--- src/rtl/or_logic_pipe.sv ---
// Pipelined N-bit bitwise logic unit (OR/AND/XOR/NOR) with valid/ready handshakes on both sides.
// Optional LOGIC_FLAGS_EN adds zero/parity outputs carried alongside the result.
module or_logic_pipe #(
    parameter int WIDTH  = 32,
    parameter int STAGES = 2
) (
    input  logic             clk,
    input  logic             rst_n,
    input  logic [WIDTH-1:0] in1,
    input  logic [WIDTH-1:0] in2,
    input  logic [1:0]       op,
    input  logic             in_valid,
    output logic             in_ready,
    output logic [WIDTH-1:0] out,
    output logic             out_valid,
`ifdef LOGIC_FLAGS_EN
    output logic             zero,
    output logic             parity,
`endif
    input  logic             out_ready
);

    // Handshake: a transfer happens on an edge where valid && ready; a producer
    // seeing ready low must hold its payload, and valid never depends on ready.

`ifdef LOGIC_FLAGS_EN
    localparam int DW = WIDTH + 2;
`else
    localparam int DW = WIDTH;
`endif

    logic [WIDTH-1:0]  res;
    logic [DW-1:0]     ent;
    logic [STAGES-1:0] v;
    logic [STAGES-1:0] ld;
    logic [DW-1:0]     d [STAGES];

    always_comb begin
        case (op)
            2'b00:   res = in1 | in2;
            2'b01:   res = in1 & in2;
            2'b10:   res = in1 ^ in2;
            default: res = ~(in1 | in2);
        endcase
    end

`ifdef LOGIC_FLAGS_EN
    assign ent = {^res, ~|res, res};
`else
    assign ent = res;
`endif

    // A stage loads when it is empty or its occupant moves on; evaluated from
    // the output back so a drain ripples through the whole pipe in one cycle.
    always_comb begin
        logic nxt;
        nxt = out_ready;
        ld  = '0;
        for (int k = STAGES - 1; k >= 0; k--) begin
            ld[k] = !v[k] || nxt;
            nxt   = ld[k];
        end
    end

    assign in_ready = ld[0];

    always_ff @(posedge clk or negedge rst_n) begin
        if (!rst_n) begin
            v <= '0;
            for (int k = 0; k < STAGES; k++) begin
                d[k] <= '0;
            end
        end else begin
            if (ld[0]) begin
                v[0] <= in_valid;
                if (in_valid) begin
                    d[0] <= ent;
                end
            end
            for (int k = 1; k < STAGES; k++) begin
                if (ld[k]) begin
                    v[k] <= v[k-1];
                    if (v[k-1]) begin
                        d[k] <= d[k-1];
                    end
                end
            end
        end
    end

    assign out       = d[STAGES-1][WIDTH-1:0];
    assign out_valid = v[STAGES-1];

`ifdef LOGIC_FLAGS_EN
    assign zero   = d[STAGES-1][WIDTH];
    assign parity = d[STAGES-1][WIDTH+1];
`endif

endmodule

--- config.mk ---
export PLATFORM = sky130hd
export DESIGN_NAME = or_logic_pipe
export DESIGN_NICKNAME = d
export VERILOG_FILES = /design/src/rtl/or_logic_pipe.sv
export SDC_FILE = /design/constraint.sdc
export NUM_CORES = 1
export LEC_CHECK = 0
export CORE_AREA = 4 4 104 106
export DETAILED_ROUTE_END_ITERATION = 8
export DIE_AREA = 0 0 108 110
export PLACE_DENSITY_LB_ADDON = 0.15
export SETUP_SLACK_MARGIN = 0.4
export SLEW_MARGIN = 40
export SYNTH_ARGS = -nofsm -noshare
export SYNTH_HDL_FRONTEND = slang
export SYNTH_SLANG_ARGS = --single-unit
--- constraint.sdc ---
create_clock -name clk -period 1.6 [get_ports clk]
set_input_delay 0.48 -clock clk [delete_from_list [all_inputs] [get_ports clk]]
set_output_delay 0.48 -clock clk [all_outputs]
set_load 0.05 [all_outputs]
Yosys cells after proc, flatten, opt, wreduce, memory -nomap -nowiden --
Cells that the tools add are included.
Operators by class: bitwise operators 4, multiplexer cells 1, reduce and logical (&&, ||, !) cells 7, equality and inequality tests 2
Operators by type and width (count):
- case mux 32 bit (3 select lines) | 1
- AND 32 bit | 1
- NOT 32 bit | 1
- OR 32 bit | 1
- bitwise XOR 32 bit | 1
- AND reduction 2 bit | 2
- == test 2 x 1 -> 1 bit, second input constant | 1
- == test 2 bit, second input constant | 1
- zero test 1 bit | 2
- zero test 2 bit | 1
- logical OR 1 bit | 2
Word-level totals: word-level logic and storage cells 18, flip-flop bits (word level) 66, output and inout bits 34

Longest topological paths before layout --
Gate-level depths: netlist of the first run.
depth in word-level cells 4, gate-level depth with buffers 6, depth with buffers taken out 5

Least setup slack after synthesis of the first run --
Ideal clock, no wire load.
path type register -> output, start point register v[1], end point output port in_ready, path slack -0.283 ns, data arrival time 1.403 ns, buffers on the path 1, cell stages (with the launch flop) 3, cell sequence dfrtp_1 > nand3b_4 > clkbuf_1
Between the ends: word-level cells in the longest chain between the ends 3
Ends and longest elaborated chain:
- start, declared | RTL line 34 | logic [STAGES-1:0] v;
- start signal, assigned by index | RTL line 82 | v[k] <= v[k-1];
- zero test 1 bit | RTL line 60 | ld[k] = !v[k] || nxt;
- logical OR 1 bit (2 in series) | RTL line 60
- end, declared | RTL line 13 | output logic in_ready,
Every way passes these cells.

Worst setup path in the final report of the first run --
Ends and elaborated chain as after synthesis.

==> run summary, run 1 <==
Die Footprint: 11900 um2
GP Congestion: 0.796
RSZ-0062 raised after global routing: yes
Syn Inst Count: 517
Vias per cell: 5.10
CTS Root Buffer Type: clkbuf_8
Die width: 108 um
Sink Count: 66
Max-Cap Viols: 0
DPL Wire Length: 7790 um
Layout cells sized above 1: 33.5%
Synth unique cells: 23
Avg Cell Area, Syn: 9.70 um2
P per Cell Area: 1060 nW/um2
Area delta synth->final: 44.9%
Synthesized Nets: 651
Setup CP Type: flip-flop to primary output
Sw Ratio: 34.7%
Outcome: complete, no violations
Cts hold-fix bufs: 0
Power Total: 0.00767 W
# rows: 36
Comb power frac: 45.6%
Vias: 3822
Post-layout nets: 746
Remaining antenna violation count: 0
Largest net degree at the start of global routing: 67
VDD IR max: 590 uV
Crit path time final: 1.52 ns
Final Util: 74.3%
Worst reg2reg endpoint: out[0]$_DFFE_PN0P_
Post-synthesis cell area: 5010 um2
Crit share post-route: 94.8%
Register area share after synthesis: 32.9%
R2R depth: 4
Sequential share of power: 31.5%
Setup ws final: 0.0828 ns
Antenna cells: 0
H-Tree Depth: 3
Fmax: 0.659 GHz
CTS tree: built
Gr ovfl total: 0
Max-slew headroom: 76.5%
Total CTS buffers: 9
Initial antenna violation count: 0
Slew @ Worst Pin: 0.352 ns
Avg WL per Cell: 15.6 um
CP max FO: 3
First-pass DRT Iterations: 4
Initial Util: 51.3%
Residual DRC: 0
NetSw: 0.00266 W
Final number of max-transition violations: 0
Die H: 110 um
CTS clock-pin slew for the worst setup and hold paths: 0.08 ns
Core Region: 9770 um2
I/O pin total: 104
Buffer levels on the longest clock path: 2
R2R setup slack: 0.13 ns
Internal power: 0.00501 W
Worst r2r src: v[1]$_DFFE_PN0P_
Commonest non-fill, non-tap cell in the layout: inv_1
Max Clock Skew: 0.00469 ns
Data required time at the worst endpoint: 1.12 ns
DRT Wirelength: 11700 um
Global-route wire length before repair: 18200 um
Iter 0 DRT Violations: 101
Worst Setup Start Kind: flip-flop
Crit path DAT: 1.04 ns
Vias in the first global route: 3847
# setup viols final: 0
Flops & latches, synth: 66
CP Capture Type: primary output
Clock power frac: 22.9%
Port-buffer cells: 103
Most frequent cells in the layout: 92 x inv_1, 64 x dfrtp_1, 61 x ha_1
HP Class: input pin to async pin
Gr usage total: 19.5%
Place WS: -0.307 ns
Synth Warn #: 0
Skew-Pair Late Insertion Delay: 0.33 ns
LEAKAGE: 3.58 nW
Final hold violations: 0
layer usage:
layer | track usage [%] | part of all wire (%) | vias to the layer above
met2 | 34.9 | 52 | 87
met1 | 23.9 | 42 | 1866
met3 | 3.55 | 4.3 | 6
li1 | - | - | 1863
met4 | 6.04 | 1.0 | 0
met5 | 0 | 0 | -
cell families (layout without fill, tap and decap cells):
group | after synthesis | after routing | synth area share [%]
mux | 64 | 64 | 15.0
buf+inv | 157 | 257 | 15.8
flops | 66 | 66 | 32.9
fa+ha+maj | 64 | 64 | 16.0
simple gates | 70 | 70 | 7.21
compound gates | 96 | 96 | 13.1
state kept, by name (all words and copies together), names as in the netlist:
register,cells
v,2
out,32
d,32
through the flow:
stage                     instance area (um2)  TNS (ns)  hold WS [ns]  cells
after floorplan                          5090         0         0.184    517
after global placement                   6450    -15.35         0.478    714
after detailed placement                 6450    -16.61         0.490    714
after CTS                                6970         0         0.131    744
after global routing                     7260         0         0.149    750
final                                    7260         0         0.131    750
critical path, cell delays in order (launching register included):
cell,delay (ns)
dfrtp_2,0.45
nand3b_4,0.11
buf_12,0.14
final cells by class:
type                    count  area (um2)
clock inverters             5         100
fillers                   699        2510
clock buffers              11         151
multi-input cells         294        2980
repair buffers            148        1860
flip-flops and latches     66        1650
inverters                  93         349
well taps                 133         166
cell usage after synthesis:
cell | n | share of area (%)
inv_1 | 93 | 7.0
dfrtp_1 | 66 | 33
ha_1 | 64 | 16
mux2_2 | 51 | 11
buf_4 | 37 | 5.5
nand2_1 | 33 | 2.5
a211o_1 | 32 | 5.6
a21oi_1 | 29 | 2.9
a31oi_1 | 29 | 3.6
nor2b_1 | 29 | 3.6
clkbuf_1 | 11 | 0.82
mux2_4 | 10 | 3.0
buf_2 | 7 | 0.70
buf_6 | 5 | 1.1
a21boi_0 | 3 | 0.45
a31o_1 | 3 | 0.52
buf_1 | 3 | 0.22
mux2i_1 | 3 | 0.60
nand2b_1 | 3 | 0.37
nor2_1 | 3 | 0.22
and2_1 | 1 | 0.12
buf_12 | 1 | 0.40
nand3b_4 | 1 | 0.40
power by group through the flow:
stage	clock, W	combinational (W)	sequential (W)
CTS	0.00178	0.00331	0.00241
global placement	0	0.00307	0.00243
detailed placement	0	0.00313	0.00244
global route	0.00186	0.00368	0.00246
finish	0.00175	0.00350	0.00242
floorplan	0	0.00208	0.00221
how the worst max path moves through the flow:
stage,start,endpoint,slack (ns)
2_1_floorplan,op[0],d[34]$_DFFE_PN0P_,0.20
3_3_place_gp,out_ready,out[9]$_DFFE_PN0P_,-0.28
3_5_place_dp,out_ready,out[29]$_DFFE_PN0P_,-0.31
4_1_cts,v[1]$_DFFE_PN0P_,in_ready,0.07
5_1_grt,v[0]$_DFFE_PN0P_,in_ready,0.05
6_report,v[1]$_DFFE_PN0P_,in_ready,0.08
what timing repair did:
action / 4_1_cts / 5_1_grt
pin swaps: 35 / 3
endpoints found under the hold margin: 0 / 0
endpoints found under the setup margin: 99 / 98
resized for setup: 107 / 30
setup buffers: 11 / 5
gates cloned: 3 / 1
Note: power is estimated with default switching activity, not from simulation.
==> run 2: changes to the inputs <==
- CTS_BUF_LIST: unset -> sky130_fd_sc_hd__clkbuf_16
- PLACE_DENSITY: unset -> 0.79
- PLACE_DENSITY_LB_ADDON: 0.15 -> unset
==> run 2 against run 1 <==
Against the previous run:
- cell count increased by 1.1%
- non-clock buffer count increased by 8
- clock power increased by 29%
- global-route usage increased by 1.5 points
- first-iteration DRC count increased by 54%
- clock-buffer cell count decreased by 2
- register-to-register slack got worse by 0.02 ns
- critical path depth unchanged
- sequential share of layout area decreased by 0.39 points
- design area increased by 1.8%
- critical endpoint unchanged
- largest power group unchanged
==> run summary, run 2 (synthesis results as in run 1) <==
Hold_ws: 0.164 ns
VDD IR max: 636 uV
Total CTS buffers: 9
Residual DRC: 0
Cts hold-fix bufs: 0
Gr usage total: 21.0%
Slowest-stage cell, CP: dfrtp_1
Outcome: complete, no violations
Die H: 110 um
Vias in the first global route: 4162
I/O pin total: 104
Vias: 4024
Global-route wire length before repair: 19500 um
Gr ovfl total: 0
CTS clock-pin slew for the worst setup and hold paths: 0.06 ns
Buffer levels on the longest clock path: 2
R2R setup slack: 0.11 ns
Fmax: 0.658 GHz
Avg WL per Cell: 17.2 um
Non-filler cells, final: 758
Final number of max-transition violations: 0
Final hold violations: 0
Worst Setup Start Kind: flip-flop
Most frequent cells in the layout: 93 x inv_1, 64 x dfrtp_1, 61 x ha_1
Die width: 108 um
CTS tree: built
# setup viols final: 0
Crit share post-route: 95.0%
First-pass DRT Iterations: 4
P per Cell Area: 1120 nW/um2
GP Congestion: 0.771
Place WS: -0.334 ns
Max-Cap Viols: 0
Antenna cells: 0
Area delta synth->final: 47.4%
RSZ-0062 raised after global routing: yes
Fin area: 7390 um2
LEAKAGE: 3.67 nW
# rows: 36
Vias per cell: 5.31
CP max FO: 2
Largest net degree at the start of global routing: 67
CTS Root Buffer Type: clkbuf_16
H-Tree Depth: 3
Core Region: 9770 um2
Crit path DAT: 1.04 ns
Port-buffer cells: 103
DP Cell Count: 712
HP Class: input pin to async pin
Layout cells sized above 1: 33.0%
Worst path cell trace: nand3b_4 -> buf_12
DRT Wirelength: 13100 um
Sink Count: 66
Slew @ Worst Pin: 0.352 ns
Multi-input gate area: 2870 um2
DPL Wire Length: 8080 um
Crit path time final: 1.52 ns
Setup CP Type: flip-flop to primary output
Data required time at the worst endpoint: 1.12 ns
Post-layout nets: 754
Fillers: 654
Initial Util: 51.3%
Skew-Pair Late Insertion Delay: 0.32 ns
Max Clock Skew: 0.00688 ns
Setup TNS: 0 ns
Remaining antenna violation count: 0
Setup ws final: 0.0806 ns
CP peak stage delay: 0.42 ns
Commonest non-fill, non-tap cell in the layout: inv_1
Max-slew headroom: 76.6%
Initial antenna violation count: 0
Die Footprint: 11900 um2
CP Capture Type: primary output
Placement Cell Area: 6430 um2
Sequential Area: 1650 um2
Iter 0 DRT Violations: 156
-- run 2: changes by cell type in the layout (fill, tap and decap cells not counted), moves of 3 or more --
| cell | delta |
|---|---|
| a31oi_4 | -5 |
| buf_12 | +4 |
| clkbuf_16 | +10 |
| buf_16 | +3 |
| nand2_1 | +4 |
| clkdlybuf4s15_1 | -8 |
| a31oi_2 | -4 |
| a31oi_1 | +9 |
| nand2_4 | -3 |
| dlygate4sd2_1 | +5 |
| clkbuf_8 | -11 |
-- run 2: critical path: cells and delay by family, from the launching register on --
kind	cells	cell delay, ns
DFF	1	0.42
and+or+nand+nor	1	0.12
buffers and inverters	1	0.16
-- run 2: cell type report --
cell class                      instances  area share (%)
Timing Repair Buffer                  156            27.1
Tap cell                              133            2.25
Clock buffer                            9            3.05
Sequential cell                        66            22.4
Clock inverter                          7            1.61
Inverter                               93            4.72
Multi-Input combinational cell        294            38.9
-- run 2: per-stage QoR --
| stage | util, % | total power, W |
|---|---|---|
| 4_1_cts | 73.1 | 0.00804 |
| 6_report | 75.6 | 0.00828 |
| 3_3_place_gp | 65.8 | 0.00548 |
| 2_1_floorplan | - | 0.00429 |
| 3_5_place_dp | 65.8 | 0.00558 |
| 5_1_grt | 75.6 | 0.00859 |
-- run 2: report_power, final --
| part | internal (W) | switching, W |
|---|---|---|
| clock | 0.00152 | 0.000737 |
| combinational | 0.00190 | 0.00168 |
| sequential | 0.00204 | 0.000404 |
| total | 0.00546 | 0.00282 |
-- run 2: worst paths after layout --
| check | startpoint | end | cells past startpoint |
|---|---|---|---|
| max | v[0]$_DFFE_PN0P_ | in_ready | 2 |
| min | rst_n | out[31]$_DFFE_PN0P_ | 2 |
| max reg2reg | v[1]$_DFFE_PN0P_ | out[17]$_DFFE_PN0P_ | 5 |
| min reg2reg | d[61]$_DFFE_PN0P_ | out[29]$_DFFE_PN0P_ | 1 |
| max in group asynchronous | rst_n | out[1]$_DFFE_PN0P_ | 2 |
| min in group clk | d[61]$_DFFE_PN0P_ | out[29]$_DFFE_PN0P_ | 1 |
-- run 2: per-layer routing --
layer	part of all wire, %	up-vias	global-route usage, %
met2	53	141	37.3
li1	-	1892	-
met3	5.6	28	5.30
met5	0	-	0
met4	2.7	0	9.92
met1	39	1963	23.7
-- run 2: repair_timing --
action	in CTS	in global routing
gates cloned	5	2
pin swaps	32	4
gates resized for setup	106	26
buffers inserted	16	7
setup endpoints to repair	98	98
